===== src/rtl/uart_packet_send_if.sv =====
// Packet-sender bus: payload/length/start from control, UART TX status in, byte launch out.
// Latency: none, wiring only.
// Backpressure: none here; the sender waits on uart_tx_idle / uart_tx_done.
interface uart_packet_send_if #(
  parameter int max_bytes = 16,
  parameter int len_w     = $clog2(max_bytes + 1)
);
  logic [max_bytes*8-1:0] pkt_in;
  logic [len_w-1:0]       pkt_len;
  logic                   send_start;
  logic                   abort;
  logic                   uart_tx_done;
  logic                   uart_tx_idle;
  logic [7:0]             uart_data;
  logic                   uart_start;
  logic                   done;
  logic                   err;
  logic                   aborted;
  logic                   idle;

  // Control / UART-status side
  modport master (
    output pkt_in, pkt_len, send_start, abort, uart_tx_done, uart_tx_idle,
    input  uart_data, uart_start, done, err, aborted, idle
  );

  // Packet sender side
  modport slave (
    input  pkt_in, pkt_len, send_start, abort, uart_tx_done, uart_tx_idle,
    output uart_data, uart_start, done, err, aborted, idle
  );
endinterface


===== src/rtl/uart_packet_send.sv =====
// Framed packet sender: optional header, 1..max_bytes payload bytes, optional two's-complement checksum.
// Latency: first uart_start one cycle after accept; each next byte one cycle after uart_tx_done.
// Backpressure: holds off start while UART busy; paces bytes on uart_tx_done; abort cancels at once.
module uart_packet_send #(
  parameter int         max_bytes = 16,
  parameter int         len_w     = $clog2(max_bytes + 1),
  parameter bit         header_en = 1'b1,
  parameter logic [7:0] header    = 8'hA5,
  parameter bit         chk_en    = 1'b1,
  parameter bit         msb_first = 1'b0
) (
  input logic              clk,
  input logic              rst,
  uart_packet_send_if.slave bus
);

  typedef enum logic [2:0] {IDLE, HEAD, DATA, CHK, FINISH} state_t;

  state_t                 state_q;
  logic [max_bytes*8-1:0] pkt_q;
  logic [len_w-1:0]       len_q;
  logic [len_w-1:0]       idx_q;
  logic [7:0]             sum_q;
  logic [7:0]             uart_data_q;
  logic                   uart_start_q;
  logic                   done_q;
  logic                   err_q;
  logic                   aborted_q;

  // Payload byte k in the configured byte order.
  function automatic logic [7:0] pick(input logic [max_bytes*8-1:0] pkt,
                                      input logic [len_w-1:0] k);
    logic [7:0] b;
    b = '0;
    for (int i = 0; i < max_bytes; i++) begin
      if (k == len_w'(i)) begin
        b = msb_first ? pkt[(max_bytes-1-i)*8 +: 8] : pkt[i*8 +: 8];
      end
    end
    return b;
  endfunction

  logic [len_w-1:0] idx_d;
  logic             last_byte;
  logic             len_ok;
  logic [7:0]       in_byte0;
  logic [7:0]       q_byte0;
  logic [7:0]       q_byte_d;

  assign idx_d     = idx_q + len_w'(1);
  assign last_byte = (idx_d == len_q);
  assign len_ok    = (bus.pkt_len != '0) && (bus.pkt_len <= len_w'(max_bytes));
  // Without a header the first payload byte goes out on the accept edge,
  // so it has to come straight from the input bus, not the snapshot.
  assign in_byte0  = pick(bus.pkt_in, '0);
  assign q_byte0   = pick(pkt_q, '0);
  assign q_byte_d  = pick(pkt_q, idx_d);

  // Packet FSM with registered UART launch and status pulses.
  always_ff @(posedge clk or posedge rst) begin
    if (rst) begin
      state_q      <= IDLE;
      pkt_q        <= '0;
      len_q        <= '0;
      idx_q        <= '0;
      sum_q        <= '0;
      uart_data_q  <= '0;
      uart_start_q <= 1'b0;
      done_q       <= 1'b0;
      err_q        <= 1'b0;
      aborted_q    <= 1'b0;
    end else begin
      uart_start_q <= 1'b0;
      done_q       <= 1'b0;
      err_q        <= 1'b0;
      aborted_q    <= 1'b0;
      if (state_q != IDLE && bus.abort) begin
        // Abort outranks a coincident uart_tx_done; the byte in flight finishes in the UART.
        state_q   <= IDLE;
        aborted_q <= 1'b1;
      end else begin
        case (state_q)
          IDLE: begin
            if (bus.send_start && bus.uart_tx_idle) begin
              if (len_ok) begin
                pkt_q        <= bus.pkt_in;
                len_q        <= bus.pkt_len;
                idx_q        <= '0;
                uart_start_q <= 1'b1;
                if (header_en) begin
                  state_q     <= HEAD;
                  uart_data_q <= header;
                  sum_q       <= '0;
                end else begin
                  state_q     <= DATA;
                  uart_data_q <= in_byte0;
                  sum_q       <= in_byte0;
                end
              end else begin
                err_q <= 1'b1;
              end
            end
          end
          HEAD: begin
            if (bus.uart_tx_done) begin
              state_q      <= DATA;
              uart_data_q  <= q_byte0;
              sum_q        <= q_byte0;
              uart_start_q <= 1'b1;
            end
          end
          DATA: begin
            if (bus.uart_tx_done) begin
              if (last_byte) begin
                if (chk_en) begin
                  // sum_q already holds every payload byte launched so far.
                  state_q      <= CHK;
                  uart_data_q  <= ~sum_q + 8'd1;
                  uart_start_q <= 1'b1;
                end else begin
                  state_q <= FINISH;
                end
              end else begin
                idx_q        <= idx_d;
                uart_data_q  <= q_byte_d;
                sum_q        <= sum_q + q_byte_d;
                uart_start_q <= 1'b1;
              end
            end
          end
          CHK: begin
            if (bus.uart_tx_done) begin
              state_q <= FINISH;
            end
          end
          FINISH: begin
            if (bus.uart_tx_idle) begin
              state_q <= IDLE;
              done_q  <= 1'b1;
            end
          end
          default: state_q <= IDLE;
        endcase
      end
    end
  end

  assign bus.uart_data  = uart_data_q;
  assign bus.uart_start = uart_start_q;
  assign bus.done       = done_q;
  assign bus.err        = err_q;
  assign bus.aborted    = aborted_q;
  assign bus.idle       = (state_q == IDLE);

endmodule


===== src/flat_wrapper.sv =====
// flat-port wrapper written by rule: the top's interface ports become plain ports
module uart_packet_send_flat 
#(
  parameter int         max_bytes = 16,
  parameter int         len_w     = $clog2(max_bytes + 1),
  parameter bit         header_en = 1'b1,
  parameter logic [7:0] header    = 8'hA5,
  parameter bit         chk_en    = 1'b1,
  parameter bit         msb_first = 1'b0
)
  (clk, rst, bus_pkt_in, bus_pkt_len, bus_send_start, bus_abort, bus_uart_tx_done, bus_uart_tx_idle, bus_uart_data, bus_uart_start, bus_done, bus_err, bus_aborted, bus_idle);
  uart_packet_send_if #(.max_bytes(max_bytes), .len_w(len_w)) bus_i ();
  input logic clk;
  input logic rst;
  input wire logic [$bits(bus_i.pkt_in)-1:0] bus_pkt_in;
  input wire logic [$bits(bus_i.pkt_len)-1:0] bus_pkt_len;
  input wire logic [$bits(bus_i.send_start)-1:0] bus_send_start;
  input wire logic [$bits(bus_i.abort)-1:0] bus_abort;
  input wire logic [$bits(bus_i.uart_tx_done)-1:0] bus_uart_tx_done;
  input wire logic [$bits(bus_i.uart_tx_idle)-1:0] bus_uart_tx_idle;
  output wire logic [$bits(bus_i.uart_data)-1:0] bus_uart_data;
  output wire logic [$bits(bus_i.uart_start)-1:0] bus_uart_start;
  output wire logic [$bits(bus_i.done)-1:0] bus_done;
  output wire logic [$bits(bus_i.err)-1:0] bus_err;
  output wire logic [$bits(bus_i.aborted)-1:0] bus_aborted;
  output wire logic [$bits(bus_i.idle)-1:0] bus_idle;
  assign bus_i.pkt_in = bus_pkt_in;
  assign bus_i.pkt_len = bus_pkt_len;
  assign bus_i.send_start = bus_send_start;
  assign bus_i.abort = bus_abort;
  assign bus_i.uart_tx_done = bus_uart_tx_done;
  assign bus_i.uart_tx_idle = bus_uart_tx_idle;
  assign bus_uart_data = bus_i.uart_data;
  assign bus_uart_start = bus_i.uart_start;
  assign bus_done = bus_i.done;
  assign bus_err = bus_i.err;
  assign bus_aborted = bus_i.aborted;
  assign bus_idle = bus_i.idle;
  uart_packet_send #(.max_bytes(max_bytes), .len_w(len_w), .header_en(header_en), .header(header), .chk_en(chk_en), .msb_first(msb_first)) u_core (.clk(clk), .rst(rst), .bus(bus_i));
endmodule

===== config.mk =====
export PLATFORM = sky130hd
export DESIGN_NAME = uart_packet_send_flat
export DESIGN_NICKNAME = d
export VERILOG_FILES = /design/src/rtl/uart_packet_send_if.sv /design/src/rtl/uart_packet_send.sv /design/src/flat_wrapper.sv
export SDC_FILE = /design/constraint.sdc
export NUM_CORES = 1
export LEC_CHECK = 0
export ABC_AREA = 1
export ABC_CLOCK_PERIOD_IN_PS = 10880
export BUFFER_PORTS_ARGS = -buffer_cell sky130_fd_sc_hd__buf_2
export CAP_MARGIN = 10
export CORE_MARGIN = 4
export CORE_UTILIZATION = 25
export DETAILED_ROUTE_END_ITERATION = 7
export GPL_TIMING_DRIVEN = 0
export SETUP_SLACK_MARGIN = 0.4
export SYNTH_ARGS = -nofsm -noshare
export SYNTH_HDL_FRONTEND = slang
export SYNTH_SLANG_ARGS = --single-unit

===== constraint.sdc =====
create_clock -name clk -period 10.88 [get_ports clk]
set_clock_uncertainty 0.1 [all_clocks]
set_input_delay 0.544 -clock clk [delete_from_list [all_inputs] [get_ports clk]]
set_output_delay 0.544 -clock clk [all_outputs]
set_load 0.1 [all_outputs]

# Word-level counts from Yosys, hierarchy flattened
# Cells that the tools add are included.
# op_classes
addsub	3
magnitude_cmp	1
eq_ne	32
muxes	54
n_bitwise	2
n_reduce_logical	15
# op_table
cell	n
8-bit 2-to-1 mux	25
8-bit case mux with 3 select lines	2
5-bit by 4-bit == test with 1-bit output, second input constant	8
3-bit 2-to-1 mux	8
5-bit by 3-bit == test with 1-bit output, second input constant	4
5-bit 2-to-1 mux	4
3-bit case mux with 5 select lines	1
7-bit AND reduction	2
1-bit 2-to-1 mux	12
3-bit by 2-bit != test with 1-bit output, second input constant	4
6-bit AND reduction	2
5-bit by 2-bit == test with 1-bit output, second input constant	2
5-bit case mux with 2 select lines	1
3-bit by 1-bit != test with 1-bit output, second input constant	3
8-bit by 1-bit adder with 8-bit output, second input constant	1
8-bit adder	1
8-bit inverter	1
3-bit by 2-bit == test with 1-bit output, second input constant	2
2-bit != test, second input constant	3
3-bit nonzero test	2
5-bit by 1-bit adder with 5-bit output, second input constant	1
5-bit by 1-bit == test with 1-bit output, second input constant	1
5-bit == test	1
5-bit less-or-equal comparator, second input constant	1
12 further kinds	15
# totals
reg_bits	161
input_bits	139
output_inout_bits	13

# Logic depth before layout (Yosys ltp)
# depth
depth_word	22
mapped_depth	41

# Worst setup path before layout
# OpenSTA, ideal clock, no wires.
# synth_path
path_kind	reg-to-reg
from	reg u_core.idx_q[0]
to	reg u_core.sum_q[7]
setup_ns	0.073
arrival_time_ns	3.944
slack_ns	6.763
path_stages_with_launch	41
synth_period_minus_slack_ns	4.117
cell_sequence	dfrtp_1 ha_1 inv_1 nand2_1 nand2_2 nand3_4 nor2_4 inv_2 buf_6 o211ai_2 nand3_1 nand2_1 nand2_1 nand2_1 nand3_1 nand2_1 nand2_1 nand2_1 [... 5 more ...] ha_1 a21oi_1 inv_1 a31oi_1 inv_1 nand2_1 inv_1 nor2_1 nor2_1 nor2_1 nor2_1 nor2_1 nor2_1 nor2_1 xor2_1 nand3b_1 nand3_2 a21oi_2
# synth_between
elab_chain_cells	22
word_cells_on_any_way	40
classes_between	add/sub (2); eq/ne (17); mux (19); reduce/logical (2)
# synth_rtl
element	line_no	source
from (decl)	uart_packet_send.sv:22	logic [len_w-1:0] idx_q;
from (signal assigned)	uart_packet_send.sv:124	idx_q <= idx_d;
5-bit by 1-bit adder with 5-bit output *	uart_packet_send.sv:50	assign idx_d = idx_q + len_w'(1);
5-bit zero test	uart_packet_send.sv:36	if (k == len_w'(i)) begin
8-bit 2-to-1 mux (16 in a row)	uart_packet_send.sv:36	
8-bit adder	uart_packet_send.sv:126	sum_q <= sum_q + q_byte_d;
8-bit 2-to-1 mux	uart_packet_send.sv:114	if (last_byte) begin
8-bit 2-to-1 mux	uart_packet_send.sv:113	if (bus.uart_tx_done) begin
8-bit case mux with 3 select lines	uart_packet_send.sv:82	case (state_q)
to (signal assigned)	uart_packet_send.sv:97	sum_q <= in_byte0;
to (signal assigned)	uart_packet_send.sv:108	sum_q <= q_byte0;
to (signal assigned)	uart_packet_send.sv:126	
to (decl)	uart_packet_send.sv:23	logic [7:0] sum_q;
# Every way passes the cells marked *; elsewhere a longest branch is shown, timed or not. The select of a mux whose other input is x is not followed.
# A chain may end at the register's enable or synchronous reset.

# Worst setup path in the final report
# Same ends and word-level chain as after synthesis.

==> flow_metrics.py <==
metrics = {
    "sta": {
        "min_period_ns": 5.04,
        "setup_violations": 0,
        "timing.fmax_mhz": 198,
        "worst_slack_ns": 5.84,
        "tns_ns": 0,
        "hold_viol_final": 0,
        "worst_pin_slew_ns": 0.723,
        "max_slew_margin": 0.518,
        "rsz0062_at_grt": "no",
        "slew_violations": 0,
        "post-route-period-util": 0.464,
        "holdWs_ns": 0.0743,
    },
    "place": {
        "dp_slack_ns": 5.85,
        "dp.final_hpwl_mm": 19.0,
        "port_buffers": 151,
        "gp_congestion": 0.806,
    },
    "layout": {
        "nets": 1230,
        "area_delta_synth_final_pct": 22.9,
        "drive_above_1_share": 0.309,
        "num_antenna_cells": 0,
        "seqCellArea_sq_um": 4030,
        "finish.utilization": 0.314,
        "multiInputGateArea_sq_um": 3830,
        "fill_cells": 3481,
    },
    "yosys": {
        "synth_area_leader_cell": "dfrtp_1",
        "synth_cell_types": 44,
        "ys.flop_type": "dfrtp_1",
        "yosys-top-cells-area": "dfrtp_1 48%, mux2_2 13%, nand2_1 7.2%",
        "ys_ff_latch": 161,
        "synth_area_sq_um": 8350,
        "synthArstFlopShare": 1.00,
        "syn_nets": 1059,
        "synth_top_area_frac": 0.483,
        "yosysSeqAreaShare": 0.483,
        "ys_top_cells_by_count": "161 x dfrtp_1, 161 x nand2_1, 99 x nor2_1",
        "syn_avg_cell_area_sq_um": 9.21,
        "synth_edf_count": 0,
        "yosys_warnings": 0,
        "syn_inst": 906,
    },
    "critical_path": {
        "crit_top_cell": "nand2_1",
        "critPathKind": "reg2reg",
        "cp_max_fo": 10,
        "crit_buf_inv": 6,
        "arrival_ns": 5.30,
        "worst_setup_path_start_kind": "flop",
        "cp.required_ns": 11.14,
        "r2r_setup_slack_ns": 5.84,
        "cp_top_family": "simple AND/OR/NAND/NOR gates",
        "critPathCaptureType": "flop",
        "cpPeakStageDelay_ns": 0.48,
        "slowest_stage": "dfrtp_1",
    },
    "global_routing": {
        "grt_pass1_vias": 6805,
        "grt_pass1_wl_mm": 37.7,
        "antenna_found_initial": 0,
        "track_usage": 0.134,
        "grt_start_max_net_pins": 86,
        "grt-ovfl-total": 0,
    },
    "clock_network": {
        "clock_sinks": 161,
        "cts_resized": 0,
        "clock_latency_ns": 0.42,
        "clockBufferDepth": 2,
        "clk_pin_slew_ns": 0.07,
        "numCtsBuffers": 17,
        "htreeDepth": 4,
        "cts_tree": "yes",
        "post_cts_buffers": 0,
        "cts_root_buf": "clkbuf_16",
        "cts-hold-fix-buffers": 0,
    },
    "die": {
        "num_io_pins": 152,
        "initial_core_util": 0.255,
        "rows": 66,
        "coreArea_sq_um": 32700,
        "die-width_microns": 191,
        "die-area_sq_um": 36400,
        "die_h_microns": 191,
    },
    "routing": {
        "finalWirelength_mm": 24.2,
        "detail_route.wl_per_cell_microns": 15.8,
        "drcViolationCount": 0,
        "vias": 6753,
        "vias_per_cell": 4.41,
        "ant_nets": 0,
        "drtPass1Iterations": 7,
        "drtIter0Drc": 328,
    },
    "run_status": {
        "status": "complete, no violations",
    },
    "power": {
        "power_density_nw_per_um2": 292,
        "p_leak_uw": 0.00493,
        "ir_worst_vdd_v": 0.0000940,
    },
    "flow_run": {
        "maxCapViolCount": 0,
    },
    "min_path": {
        "hp-class": "in2async",
    },
}
## through the flow
stage          instance area (sq um)  std cells  power, uW
2_1_floorplan                   8350        906       2020
3_3_place_gp                    9660       1499       2390
3_5_place_dp                    9690       1500       2420
4_1_cts                        10300       1532       3030
5_1_grt                        10300       1532       3240
6_report                       10300       1532       2990
## cells in the final DEF, fill, tap and decap left out, drive strengths merged, types with 13 or more instances in the layout
| cell | instances |
|---|---|
| nand2 | 172 |
| nor2 | 108 |
| clkbuf | 43 |
| buf | 157 |
| nand3 | 52 |
| a21oi | 98 |
| dfrtp | 161 |
| inv | 97 |
| ha | 13 |
| o21ai | 22 |
| mux2 | 97 |
## per-layer routing
layer / track usage / up-vias / part of all wire
li1: - / 3343 / -
met1: 0.186 / 3244 / 0.47
met2: 0.220 / 157 / 0.48
met3: 0.0258 / 9 / 0.045
met4: 0.0232 / 0 / 0.0058
met5: 0 / - / 0
## sequential cells by signal, indices dropped and copies added, names as in the netlist
register               count
u_core.bus.uart_start      1
u_core.bus.aborted         1
u_core.state_q             3
u_core.len_q               5
u_core.bus.uart_data       8
u_core.sum_q               8
u_core.idx_q               5
u_core.bus.done            1
u_core.pkt_q             128
u_core.bus.err             1
## kinds of logic after synthesis
logic type / share of synthesized area
DFF: 0.483
xor gates and xnor gates: 0.0105
buffers and inverters: 0.0586
AOI/OAI and AO/OA: 0.101
muxes: 0.131
and+or+nand+nor: 0.195
adders and majority gates: 0.0219
## worst paths after layout
kind,cells after the start,to,startpoint
min in group clk,2,u_core.pkt_q[61],bus_pkt_in[61]
setup / recovery,40,u_core.sum_q[7],u_core.idx_q[0]
setup reg to reg,40,u_core.sum_q[7],u_core.idx_q[0]
hold / removal,2,u_core.pkt_q[45],rst
hold reg to reg,1,u_core.pkt_q[101],u_core.pkt_q[101]
max in group asynchronous,3,u_core.sum_q[2],rst
## area by class of cell
class	count	area share
well taps	442	0.0539
inverters	93	0.0350
multi-input cells	622	0.373
clock buffers	18	0.0428
clock inverters	14	0.0128
repair buffers	152	0.0763
flip-flops and latches	161	0.393
plain buffers	30	0.0134
## power breakdown
group          total (uW)  internal (uW)  switching [uW]
clock network         595            325             270
registers            1050            885             169
logic                1350            496             850
total                2990           1710            1290
Note: power is estimated with default switching activity, not from simulation.
